### config.mk
export PLATFORM = sky130hd
export DESIGN_NAME = frame_buffer_mig_arbiter_flat
export DESIGN_NICKNAME = d
export VERILOG_FILES = /design/src/rtl/frame_buffer_mig_arbiter_if.sv /design/src/rtl/frame_buffer_mig_arbiter.sv /design/src/flat_wrapper.sv
export SDC_FILE = /design/constraint.sdc
export NUM_CORES = 1
export LEC_CHECK = 0
export BUFFER_PORTS_ARGS = -buffer_cell sky130_fd_sc_hd__buf_2
export CAP_MARGIN = 20
export CORE_AREA = 2 2 253 255
export DETAILED_ROUTE_END_ITERATION = 10
export DIE_AREA = 0 0 255 257
export PLACE_DENSITY = 0.47
export SYNTH_ARGS = -nofsm -noshare
export SYNTH_HDL_FRONTEND = slang
export SYNTH_SLANG_ARGS = --single-unit
### constraint.sdc
create_clock -name clk -period 3.4 [get_ports clk]
set_input_delay 0.51 -clock clk [delete_from_list [all_inputs] [get_ports clk]]
set_output_delay 0.51 -clock clk [all_outputs]
set_load 0.02 [all_outputs]
### src/rtl/frame_buffer_mig_arbiter_if.sv
// Frame buffer <-> MIG arbiter bus bundle.
// Scanline writer, display reader and MIG user interface signals.
interface frame_buffer_mig_arbiter_if #(
  parameter int ADDR_WIDTH     = 27,
  parameter int APP_DATA_WIDTH = 128,
  parameter int CNT_WIDTH      = 8
);
  localparam int APP_MASK_WIDTH = APP_DATA_WIDTH / 8;

  logic                      wr_req;
  logic [ADDR_WIDTH-1:0]     wr_addr;
  logic [CNT_WIDTH-1:0]      wr_bursts;
  logic [APP_DATA_WIDTH-1:0] wr_data;
  logic                      wr_data_pop;
  logic                      wr_done;

  logic                      rd_req;
  logic [ADDR_WIDTH-1:0]     rd_addr;
  logic [CNT_WIDTH-1:0]      rd_bursts;
  logic [APP_DATA_WIDTH-1:0] rd_data;
  logic                      rd_data_valid;
  logic                      rd_done;

  logic                      app_en;
  logic [2:0]                app_cmd;
  logic [ADDR_WIDTH-1:0]     app_addr;
  logic                      app_wdf_wren;
  logic                      app_wdf_end;
  logic [APP_DATA_WIDTH-1:0] app_wdf_data;
  logic [APP_MASK_WIDTH-1:0] app_wdf_mask;
  logic                      app_rdy;
  logic                      app_wdf_rdy;
  logic [APP_DATA_WIDTH-1:0] app_rd_data;
  logic                      app_rd_data_valid;

  modport master (
    input  wr_req, wr_addr, wr_bursts, wr_data,
    input  rd_req, rd_addr, rd_bursts,
    input  app_rdy, app_wdf_rdy,
    input  app_rd_data, app_rd_data_valid,
    output wr_data_pop, wr_done,
    output rd_data, rd_data_valid, rd_done,
    output app_en, app_cmd, app_addr,
    output app_wdf_wren, app_wdf_end,
    output app_wdf_data, app_wdf_mask
  );

  modport slave (
    output wr_req, wr_addr, wr_bursts, wr_data,
    output rd_req, rd_addr, rd_bursts,
    output app_rdy, app_wdf_rdy,
    output app_rd_data, app_rd_data_valid,
    input  wr_data_pop, wr_done,
    input  rd_data, rd_data_valid, rd_done,
    input  app_en, app_cmd, app_addr,
    input  app_wdf_wren, app_wdf_end,
    input  app_wdf_data, app_wdf_mask
  );
endinterface

### src/rtl/frame_buffer_mig_arbiter.sv
// Frame buffer MIG arbiter: scanline writes vs display reads.
// One transaction at a time, alternating grants on a tie.
module frame_buffer_mig_arbiter #(
  parameter int ADDR_WIDTH     = 27,
  parameter int APP_DATA_WIDTH = 128,
  parameter int BURST_STEP     = 8,
  parameter int CNT_WIDTH      = 8
) (
  input logic clk,
  input logic reset,
  input logic init_calib_complete,
  frame_buffer_mig_arbiter_if.master bus
);
  localparam int APP_MASK_WIDTH = APP_DATA_WIDTH / 8;
  localparam int CW = CNT_WIDTH + 1;

  typedef enum logic [1:0] {
    S_IDLE,
    S_WRITE,
    S_READ
  } state_t;

  state_t r_state;
  state_t w_next;

  logic                      r_last_wr;
  logic [CW-1:0]             r_cnt;
  logic [CW-1:0]             r_issued;
  logic [CW-1:0]             r_written;
  logic [CW-1:0]             r_returned;
  logic [ADDR_WIDTH-1:0]     r_addr;
  logic                      r_rd_valid;
  logic [APP_DATA_WIDTH-1:0] r_rd_data;

  logic          w_grant_wr;
  logic          w_grant_rd;
  logic          w_app_en;
  logic          w_wdf_wren;
  logic          w_cmd_acc;
  logic          w_wdf_acc;
  logic          w_ret;
  logic          w_wr_done;
  logic          w_rd_done;
  logic [CW-1:0] w_iss_nx;
  logic [CW-1:0] w_wrt_nx;

  // Next state, grant decision and channel enables.
  always_comb begin
    w_next     = r_state;
    w_grant_wr = 1'b0;
    w_grant_rd = 1'b0;
    w_app_en   = 1'b0;
    w_wdf_wren = 1'b0;
    w_ret      = 1'b0;
    unique case (r_state)
      S_IDLE: begin
        if (init_calib_complete) begin
          if (bus.wr_req && bus.rd_req) begin
            w_grant_rd = r_last_wr;
            w_grant_wr = ~r_last_wr;
          end else begin
            w_grant_wr = bus.wr_req;
            w_grant_rd = bus.rd_req;
          end
        end
        if (w_grant_wr) w_next = S_WRITE;
        if (w_grant_rd) w_next = S_READ;
      end
      S_WRITE: begin
        w_app_en   = r_issued < r_cnt;
        w_wdf_wren = r_written < r_cnt;
      end
      S_READ: begin
        w_app_en = r_issued < r_cnt;
        w_ret    = bus.app_rd_data_valid
                 && (r_returned < r_cnt);
      end
      default: w_next = S_IDLE;
    endcase
    w_cmd_acc = w_app_en & bus.app_rdy;
    w_wdf_acc = w_wdf_wren & bus.app_wdf_rdy;
    w_iss_nx  = r_issued + CW'(w_cmd_acc);
    w_wrt_nx  = r_written + CW'(w_wdf_acc);
    w_wr_done = (r_state == S_WRITE)
              && (w_iss_nx == r_cnt)
              && (w_wrt_nx == r_cnt);
    w_rd_done = (r_state == S_READ)
              && (r_returned == r_cnt);
    if (w_wr_done || w_rd_done) w_next = S_IDLE;
  end

  // State register.
  always_ff @(posedge clk) begin
    if (reset) r_state <= S_IDLE;
    else       r_state <= w_next;
  end

  // Transaction counters, command address and read return stage.
  always_ff @(posedge clk) begin
    if (reset) begin
      r_last_wr  <= 1'b1;
      r_cnt      <= '0;
      r_issued   <= '0;
      r_written  <= '0;
      r_returned <= '0;
      r_addr     <= '0;
      r_rd_valid <= 1'b0;
      r_rd_data  <= '0;
    end else begin
      r_rd_valid <= w_ret;
      if (w_ret) r_rd_data <= bus.app_rd_data;
      if (w_grant_wr) begin
        r_last_wr  <= 1'b1;
        r_addr     <= bus.wr_addr;
        r_cnt      <= {1'b0, bus.wr_bursts};
        r_issued   <= '0;
        r_written  <= '0;
        r_returned <= '0;
      end else if (w_grant_rd) begin
        r_last_wr  <= 1'b0;
        r_addr     <= bus.rd_addr;
        r_cnt      <= {1'b0, bus.rd_bursts};
        r_issued   <= '0;
        r_written  <= '0;
        r_returned <= '0;
      end else begin
        if (w_cmd_acc) begin
          r_addr <= r_addr + ADDR_WIDTH'(BURST_STEP);
        end
        r_issued  <= w_iss_nx;
        r_written <= w_wrt_nx;
        if (w_ret) r_returned <= r_returned + 1'b1;
      end
    end
  end

  assign bus.app_en       = ~reset & w_app_en;
  assign bus.app_cmd      = (reset || r_state != S_READ)
                          ? 3'b000 : 3'b001;
  assign bus.app_addr     = reset ? '0 : r_addr;
  assign bus.app_wdf_wren = ~reset & w_wdf_wren;
  assign bus.app_wdf_end  = ~reset & w_wdf_wren;
  assign bus.app_wdf_data = reset ? '0 : bus.wr_data;
  assign bus.app_wdf_mask = {APP_MASK_WIDTH{1'b0}};
  assign bus.wr_data_pop  = ~reset & w_wdf_acc;
  assign bus.wr_done      = ~reset & w_wr_done;
  assign bus.rd_done      = ~reset & w_rd_done;
  assign bus.rd_data_valid = ~reset & r_rd_valid;
  assign bus.rd_data      = reset ? '0 : r_rd_data;
endmodule

### src/flat_wrapper.sv
// flat-port wrapper written by rule: the top's interface ports become plain ports
module frame_buffer_mig_arbiter_flat 
#(
  parameter int ADDR_WIDTH     = 27,
  parameter int APP_DATA_WIDTH = 128,
  parameter int BURST_STEP     = 8,
  parameter int CNT_WIDTH      = 8
)
  (clk, reset, init_calib_complete, bus_wr_req, bus_wr_addr, bus_wr_bursts, bus_wr_data, bus_rd_req, bus_rd_addr, bus_rd_bursts, bus_app_rdy, bus_app_wdf_rdy, bus_app_rd_data, bus_app_rd_data_valid, bus_wr_data_pop, bus_wr_done, bus_rd_data, bus_rd_data_valid, bus_rd_done, bus_app_en, bus_app_cmd, bus_app_addr, bus_app_wdf_wren, bus_app_wdf_end, bus_app_wdf_data, bus_app_wdf_mask);
  frame_buffer_mig_arbiter_if #(.ADDR_WIDTH(ADDR_WIDTH), .APP_DATA_WIDTH(APP_DATA_WIDTH), .CNT_WIDTH(CNT_WIDTH)) bus_i ();
  input logic clk;
  input logic reset;
  input logic init_calib_complete;
  input wire logic [$bits(bus_i.wr_req)-1:0] bus_wr_req;
  input wire logic [$bits(bus_i.wr_addr)-1:0] bus_wr_addr;
  input wire logic [$bits(bus_i.wr_bursts)-1:0] bus_wr_bursts;
  input wire logic [$bits(bus_i.wr_data)-1:0] bus_wr_data;
  input wire logic [$bits(bus_i.rd_req)-1:0] bus_rd_req;
  input wire logic [$bits(bus_i.rd_addr)-1:0] bus_rd_addr;
  input wire logic [$bits(bus_i.rd_bursts)-1:0] bus_rd_bursts;
  input wire logic [$bits(bus_i.app_rdy)-1:0] bus_app_rdy;
  input wire logic [$bits(bus_i.app_wdf_rdy)-1:0] bus_app_wdf_rdy;
  input wire logic [$bits(bus_i.app_rd_data)-1:0] bus_app_rd_data;
  input wire logic [$bits(bus_i.app_rd_data_valid)-1:0] bus_app_rd_data_valid;
  output wire logic [$bits(bus_i.wr_data_pop)-1:0] bus_wr_data_pop;
  output wire logic [$bits(bus_i.wr_done)-1:0] bus_wr_done;
  output wire logic [$bits(bus_i.rd_data)-1:0] bus_rd_data;
  output wire logic [$bits(bus_i.rd_data_valid)-1:0] bus_rd_data_valid;
  output wire logic [$bits(bus_i.rd_done)-1:0] bus_rd_done;
  output wire logic [$bits(bus_i.app_en)-1:0] bus_app_en;
  output wire logic [$bits(bus_i.app_cmd)-1:0] bus_app_cmd;
  output wire logic [$bits(bus_i.app_addr)-1:0] bus_app_addr;
  output wire logic [$bits(bus_i.app_wdf_wren)-1:0] bus_app_wdf_wren;
  output wire logic [$bits(bus_i.app_wdf_end)-1:0] bus_app_wdf_end;
  output wire logic [$bits(bus_i.app_wdf_data)-1:0] bus_app_wdf_data;
  output wire logic [$bits(bus_i.app_wdf_mask)-1:0] bus_app_wdf_mask;
  assign bus_i.wr_req = bus_wr_req;
  assign bus_i.wr_addr = bus_wr_addr;
  assign bus_i.wr_bursts = bus_wr_bursts;
  assign bus_i.wr_data = bus_wr_data;
  assign bus_i.rd_req = bus_rd_req;
  assign bus_i.rd_addr = bus_rd_addr;
  assign bus_i.rd_bursts = bus_rd_bursts;
  assign bus_i.app_rdy = bus_app_rdy;
  assign bus_i.app_wdf_rdy = bus_app_wdf_rdy;
  assign bus_i.app_rd_data = bus_app_rd_data;
  assign bus_i.app_rd_data_valid = bus_app_rd_data_valid;
  assign bus_wr_data_pop = bus_i.wr_data_pop;
  assign bus_wr_done = bus_i.wr_done;
  assign bus_rd_data = bus_i.rd_data;
  assign bus_rd_data_valid = bus_i.rd_data_valid;
  assign bus_rd_done = bus_i.rd_done;
  assign bus_app_en = bus_i.app_en;
  assign bus_app_cmd = bus_i.app_cmd;
  assign bus_app_addr = bus_i.app_addr;
  assign bus_app_wdf_wren = bus_i.app_wdf_wren;
  assign bus_app_wdf_end = bus_i.app_wdf_end;
  assign bus_app_wdf_data = bus_i.app_wdf_data;
  assign bus_app_wdf_mask = bus_i.app_wdf_mask;
  frame_buffer_mig_arbiter #(.ADDR_WIDTH(ADDR_WIDTH), .APP_DATA_WIDTH(APP_DATA_WIDTH), .BURST_STEP(BURST_STEP), .CNT_WIDTH(CNT_WIDTH)) u_core (.clk(clk), .reset(reset), .init_calib_complete(init_calib_complete), .bus(bus_i));
endmodule
After elaboration in Yosys (flattened, before gate mapping)
Cells that the tools add are included.

word-level totals
  word-level logic and storage cells = 72
  input bits = 334
  register bits = 194

operators by class
  reductions and logical operators = 15
  multiplexer cells = 23
  order comparisons = 3
  add/subtract/negate cells = 4
  bitwise operators = 11
  eq/ne operators = 7

operators by type and width
  kind                                                                    number
  128-bit 2-to-1 mux                                                      2
  27-bit 2-to-1 mux                                                       4
  27-bit by 4-bit adder with 27-bit output (second input constant)        1
  9-bit by 8-bit equality test with 1-bit output                          3
  9-bit by 8-bit < comparator with 1-bit output                           3
  9-bit by 1-bit adder with 9-bit output                                  2
  8-bit 2-to-1 mux                                                        2
  1-bit 2-to-1 mux                                                        12
  9-bit by 1-bit adder with 9-bit output (second input constant)          1
  1-bit AND                                                               8
  2-bit OR reduction                                                      3
  1-bit logical AND                                                       5
  2-bit 2-to-1 mux                                                        2
  2-bit case mux with 2 select lines                                      1
  3-bit by 2-bit != test with 1-bit output (second input constant)        1
  1-bit inverter                                                          3
  3-bit nonzero test                                                      1
  3-bit OR reduction                                                      1
  2-bit by 1-bit equality test with 1-bit output (second input constant)  1
  2-bit equality test (second input constant)                             1
  2-bit logical NOT                                                       1
  1-bit logical OR                                                        2
  2-bit != test (second input constant)                                   1
  2-bit AND reduction                                                     1
  2-bit nonzero test                                                      1

Longest topological paths before layout
  depth after elaboration = 10
  depth in mapped cells = 16

Worst setup path after synthesis
OpenSTA, ideal clock, no wires.

  kind = reg2out
  from = register u_core.r_state[0]
  to = output bus_wr_done
  stages on the path, launching flop included = 15
  required time = 2.890 ns
  buffers on the path = 1
  arrival = 3.547 ns
  path slack = -0.657 ns
  path through = dfxtp_1 > inv_1 > ha_1 > or3b_1 > a221o_1 > a211oi_2 > buf_4 > ha_1 > ha_1 > xor2_1 > and3_1 > nor2_1 > nor3_1 > o2111ai_1 > nor4_1

between the ends
  word-level cells in the longest chain between the ends = 9
  elaborated cells between the ends (all ways) = 14
  those cells by class = add/sub (2); eq/ne (4); mux (2); bitwise (3); reduce/logical (3)

ends and longest elaborated chain
  what                                                                                          RTL line                                                        text
  start: declaration                                                                            frame_buffer_mig_arbiter.sv:23                                  state_t r_state;
  start signal: assignment                                                                      frame_buffer_mig_arbiter.sv:95                                  else r_state <= w_next;
  2-bit equality test / 2-bit by 1-bit equality test with 1-bit output (equally long branches)  frame_buffer_mig_arbiter.sv:55, frame_buffer_mig_arbiter.sv:84
  2-bit OR reduction (no source line)                                                           --
  1-bit 2-to-1 mux                                                                              --
  1-bit AND                                                                                     frame_buffer_mig_arbiter.sv:80                                  w_cmd_acc = w_app_en & bus.app_rdy;
  9-bit by 1-bit adder with 9-bit output                                                        frame_buffer_mig_arbiter.sv:82                                  w_iss_nx = r_issued + CW'(w_cmd_acc);
  9-bit by 8-bit equality test with 1-bit output                                                frame_buffer_mig_arbiter.sv:85                                  && (w_iss_nx == r_cnt)
  1-bit logical AND                                                                             frame_buffer_mig_arbiter.sv:85
  1-bit logical AND (*)                                                                         frame_buffer_mig_arbiter.sv:86                                  && (w_wrt_nx == r_cnt);
  1-bit AND (*)                                                                                 frame_buffer_mig_arbiter.sv:146                                 assign bus.wr_done = ~reset & w_wr_done;
  end: declaration                                                                              flat_wrapper.sv:26                                              output wire logic [$bits(bus_i.wr_done)-1:0] bus_wr_done;

Every way passes the cells marked *; elsewhere a longest branch is shown, timed or not.

Worst setup path in the final report
Ends and elaborated chain as after synthesis.

==> summary.md <==
| Metric | Value |
|---|---|
| Status | finished, violations left |
| Violated checks | negative setup slack |
| Post-route DRC | 0 |
| GP Congestion | 0.997 |
| Final Util | 0.262 |
| RSZ-0062 raised after global routing | yes |
| DP Worst Slack | -447 ps |
| PwrDens | 389 mW/mm² |
| Final setup TNS | -824 ps |
| Startpoint Class | flop |
| Synth cell types | 57 |
| Initial antenna violation count | 4 |
| TritonRoute pass-1 iters | 5 |
| Worst IR drop on VDD | approximately 0.00038 V |
| Period Utilization, post-route | 1.22 |
| Fin worst setup slack | -764 ps |
| Finished Cell Area | 0.0164 mm² |
| Clock power share | 0.345 |
| Register area share after synthesis | 0.347 |
| Chip width | 255 µm |
| Post-route insts no fill | 2935 |
| HP Class | in -> reg |
| Setup violations, final | 3 |
| First-pass GRT wire length | 75.5 mm |
| CTS tree | built |
| Worst-Skew Late Latency | ~500 ps |
| Final Max Slew Viols | 0 |
| Max Cap Violations | 0 |
| Max stage delay cell, worst path | dfxtp_2 |
| Root Buffer | clkbuf_16 |
| Vias in the first global route | 12464 |
| Cell count after synthesis | 1475 |
| Area grow syn2layout | 46.8% |
| Internal | ~4 mW |
| Reg clk slew, reported paths | 90 ps |
| Crit path cell chain | inv_2 -> ha_4 -> or3b_1 -> a221o_1 -> a211oi_4 -> ha_4 -> ha_4 -> buf_12 -> nand3_4 -> o21a_1 -> nor2_2 -> a21boi_2 -> o2111ai_2 -> nor4_4 -> buf_4 |
| Slew HR | 0.473 |
| Minimum clock period | 4160 ps |
| HPWL after DPL | 39.1 mm |
| Slew @ Worst Pin | 791 ps |
| Die height | 257 µm |
| Drt total wl | 50.9 mm |
| CP top delay family | compound AO/OA/AOI/OAI gates |
| Core Region | 0.0627 mm² |
| Total grt overflow | 0 |
| Pin count of the biggest net entering global routing | 130 |
| Min Hold Slack | 247 ps |
| Clk buf depth | 2 |
| ANT nets after route | 0 |
| Leakage | 7.21 nW |
| First DRT Iteration DRCs | ~910 |
| # rows | 92 |
| Highest clock rate | 0.240 GHz |
| DR vias | 12958 |
| Clock skew | 17.5 ps |
| Clock buffer count from CTS | 17 |
| Synthesized area per cell | between 7 and 8 µm² |
| DR WL/cell | 17.3 µm |
| Tot GR Track Use | 0.149 |
| Flop pwr share | 0.384 |
| Layout cell share with drive strength beyond 1 | 0.383 |
| DIE AREA | 0.0655 mm² |
| Endpoint class of the critical path | output port |
| Power consumption | 6.39 mW |
| Footprint of the multi-input gates | 0.00685 mm² |
| Comb pwr share | 0.270 |
| Cell count after placement | 2896 |
| Final nets | 2439 |
| # IOs | 643 |
| Clock Sinks | 194 |
| WS Path Type | reg -> out |
| IO buf count | approximately 620 |
| Buf+Inv Stages, Crit Path | 3 |
| Reg area | 0.00389 mm² |
| Net Sw Power | between 2 and 2.5 mW |
| Htree depth | 4 |
| Initial Utilization | 0.178 |
| Critical path required time | between 2000 and 3000 ps |
| FFs w/ async S/R, synth | 0 |
| Netlist Area Pre-Place | between 0.01 and 0.015 mm² |
| Hold Buf Count CTS | 0 |
| Yosys warnings | 0 |
| Synth Register Bits | 194 |
| Most common cell type on the critical path | ha_4 |
| Placed Area | 0.0156 mm² |
| Vias/cell | 4.41 |
| Fillers | 6916 |
| Post-synth EDFFs | 0 |
| Switching Share | 0.373 |
| Crit path arrival time | roughly 3700 ps |
| Final hold violation count | 0 |
| Largest stage delay on the critical path | between 300 and 400 ps |
| Top FF cell, synth | dfxtp_1 |
| CP max FO | 4 |
## Yosys cell counts, types with 2 or more instances
library cell | number | share of area
a311oi_1 | 11 | 0.0086
a31oi_1 | 4 | 0.0022
and3_1 | 16 | 0.0089
nor4_1 | 7 | 0.0039
xnor2_1 | 8 | 0.0063
o21a_1 | 5 | 0.0034
clkbuf_1 | 112 | 0.038
buf_1 | 5 | 0.0017
buf_6 | 3 | 0.0030
o22ai_1 | 3 | 0.0017
buf_2 | 11 | 0.0049
o221ai_1 | 2 | 0.0016
buf_4 | 21 | 0.014
mux2i_1 | 3 | 0.0027
or4_1 | 5 | 0.0034
nor2_1 | 62 | 0.021
ha_1 | 31 | 0.035
nand2_1 | 54 | 0.018
a211oi_1 | 17 | 0.011
dfxtp_1 | 194 | 0.35
o21ai_0 | 146 | 0.065
a22oi_1 | 7 | 0.0047
a211oi_2 | 8 | 0.0089
a22o_1 | 3 | 0.0023
nand3_1 | 156 | 0.070
or3_1 | 5 | 0.0028
o221a_2 | 2 | 0.0020
nand4_1 | 19 | 0.011
inv_1 | 14 | 0.0047
xor2_1 | 16 | 0.013
a21o_1 | 7 | 0.0047
a21oi_1 | 156 | 0.070
or2_2 | 2 | 0.0011
o31ai_1 | 6 | 0.0040
nor3_1 | 28 | 0.013
nor2b_1 | 288 | 0.16
or3b_1 | 2 | 0.0016
nand2b_1 | 4 | 0.0022
and4_1 | 8 | 0.0063
o211ai_1 | 5 | 0.0034
and2_1 | 3 | 0.0017
## metal layers
layer	part of all wire	GRT usage	up-vias
met3	0.059	0.0324	36
met5	0.00026	0	-
met1	0.47	0.206	6216
met2	0.46	0.231	393
met4	0.013	0.0429	2
li1	-	-	6311
## cell usage in the layout (no fill, tap or decap), drive strengths merged, types with 29 or more instances in the layout
master and instances:
nor3 29, a21oi 156, nand3 157, o21ai 147, buf 715, nand2 54
nor2 63, ha 31, dfxtp 194, nor2b 288
## worst paths after layout
path,start,end,slack [ps],cells after the start
worst max-delay path,u_core.r_state[0],bus_wr_done,-760,15
worst min-delay path,bus_app_rd_data[60],u_core.r_rd_data[60],250,3
worst max register to register,u_core.r_state[0],u_core.r_state[1],-30,16
worst min register to register,u_core.r_returned[8],u_core.r_returned[8],470,2
## sequential cells by signal, indices dropped and copies added (netlist names)
register and cells:
u_core.r_written 9, u_core.r_state 2, u_core.r_issued 9, u_core.r_rd_data 128, u_core.r_cnt 8, u_core.r_addr 27
u_core.r_rd_valid 1, u_core.r_last_wr 1, u_core.r_returned 9
## layout make-up
cell class,instances,share of cell area
Multi-Input combinational cell,1131,0.417
Inverter,15,0.00343
Sequential cell,194,0.237
Clock buffer,17,0.0259
Clock inverter,15,0.0127
Timing Repair Buffer,715,0.240
Tap cell,846,0.0644
Antenna cell,2,0.000305
## power groups by stage
| stage | logic (mW) | registers (mW) | clock network (mW) |
|---|---|---|---|
| after floorplan | 1.04 | 2.47 | 0 |
| after global placement | 1.71 | 2.50 | 0 |
| after detailed placement | 1.72 | 2.51 | 0 |
| after CTS | 1.75 | 2.46 | 2.31 |
| after global routing | 1.88 | 2.47 | 2.37 |
| final | 1.73 | 2.46 | 2.21 |
## worst reg2reg max path: stages (launching register included)
cell and delay [ps]:
dfxtp_2 340, inv_2 50, ha_4 260, or3b_1 340, a221o_1 340, a211oi_4 230, ha_4 200, ha_4 170
buf_12 120, nand3_4 60, o21a_1 190, buf_4 150, nor4_2 320, o22ai_2 130, nor4_4 220, buf_4 170
nor2_1 30
## logic make-up after synthesis
| logic type | Yosys count | synth area share |
|---|---|---|
| AO/OA/AOI/OAI | 391 | 0.202 |
| other | 1 | 0.000335 |
| AND/OR/NAND/NOR | 664 | 0.329 |
| XOR/XNOR | 24 | 0.0188 |
| buffers and inverters | 167 | 0.0663 |
| flip-flops | 194 | 0.347 |
| adder cells (fa/ha/maj) | 31 | 0.0347 |
| multiplexers | 3 | 0.00268 |
## timing repair
action | in CTS | in global routing
pin swaps | 11 | 3
resized for setup | 16 | 15
gates cloned | 0 | 0
setup buffers | 5 | 0
setup endpoints to repair | 3 | 3
No activity file was read; power rests on OpenSTA's default activity.
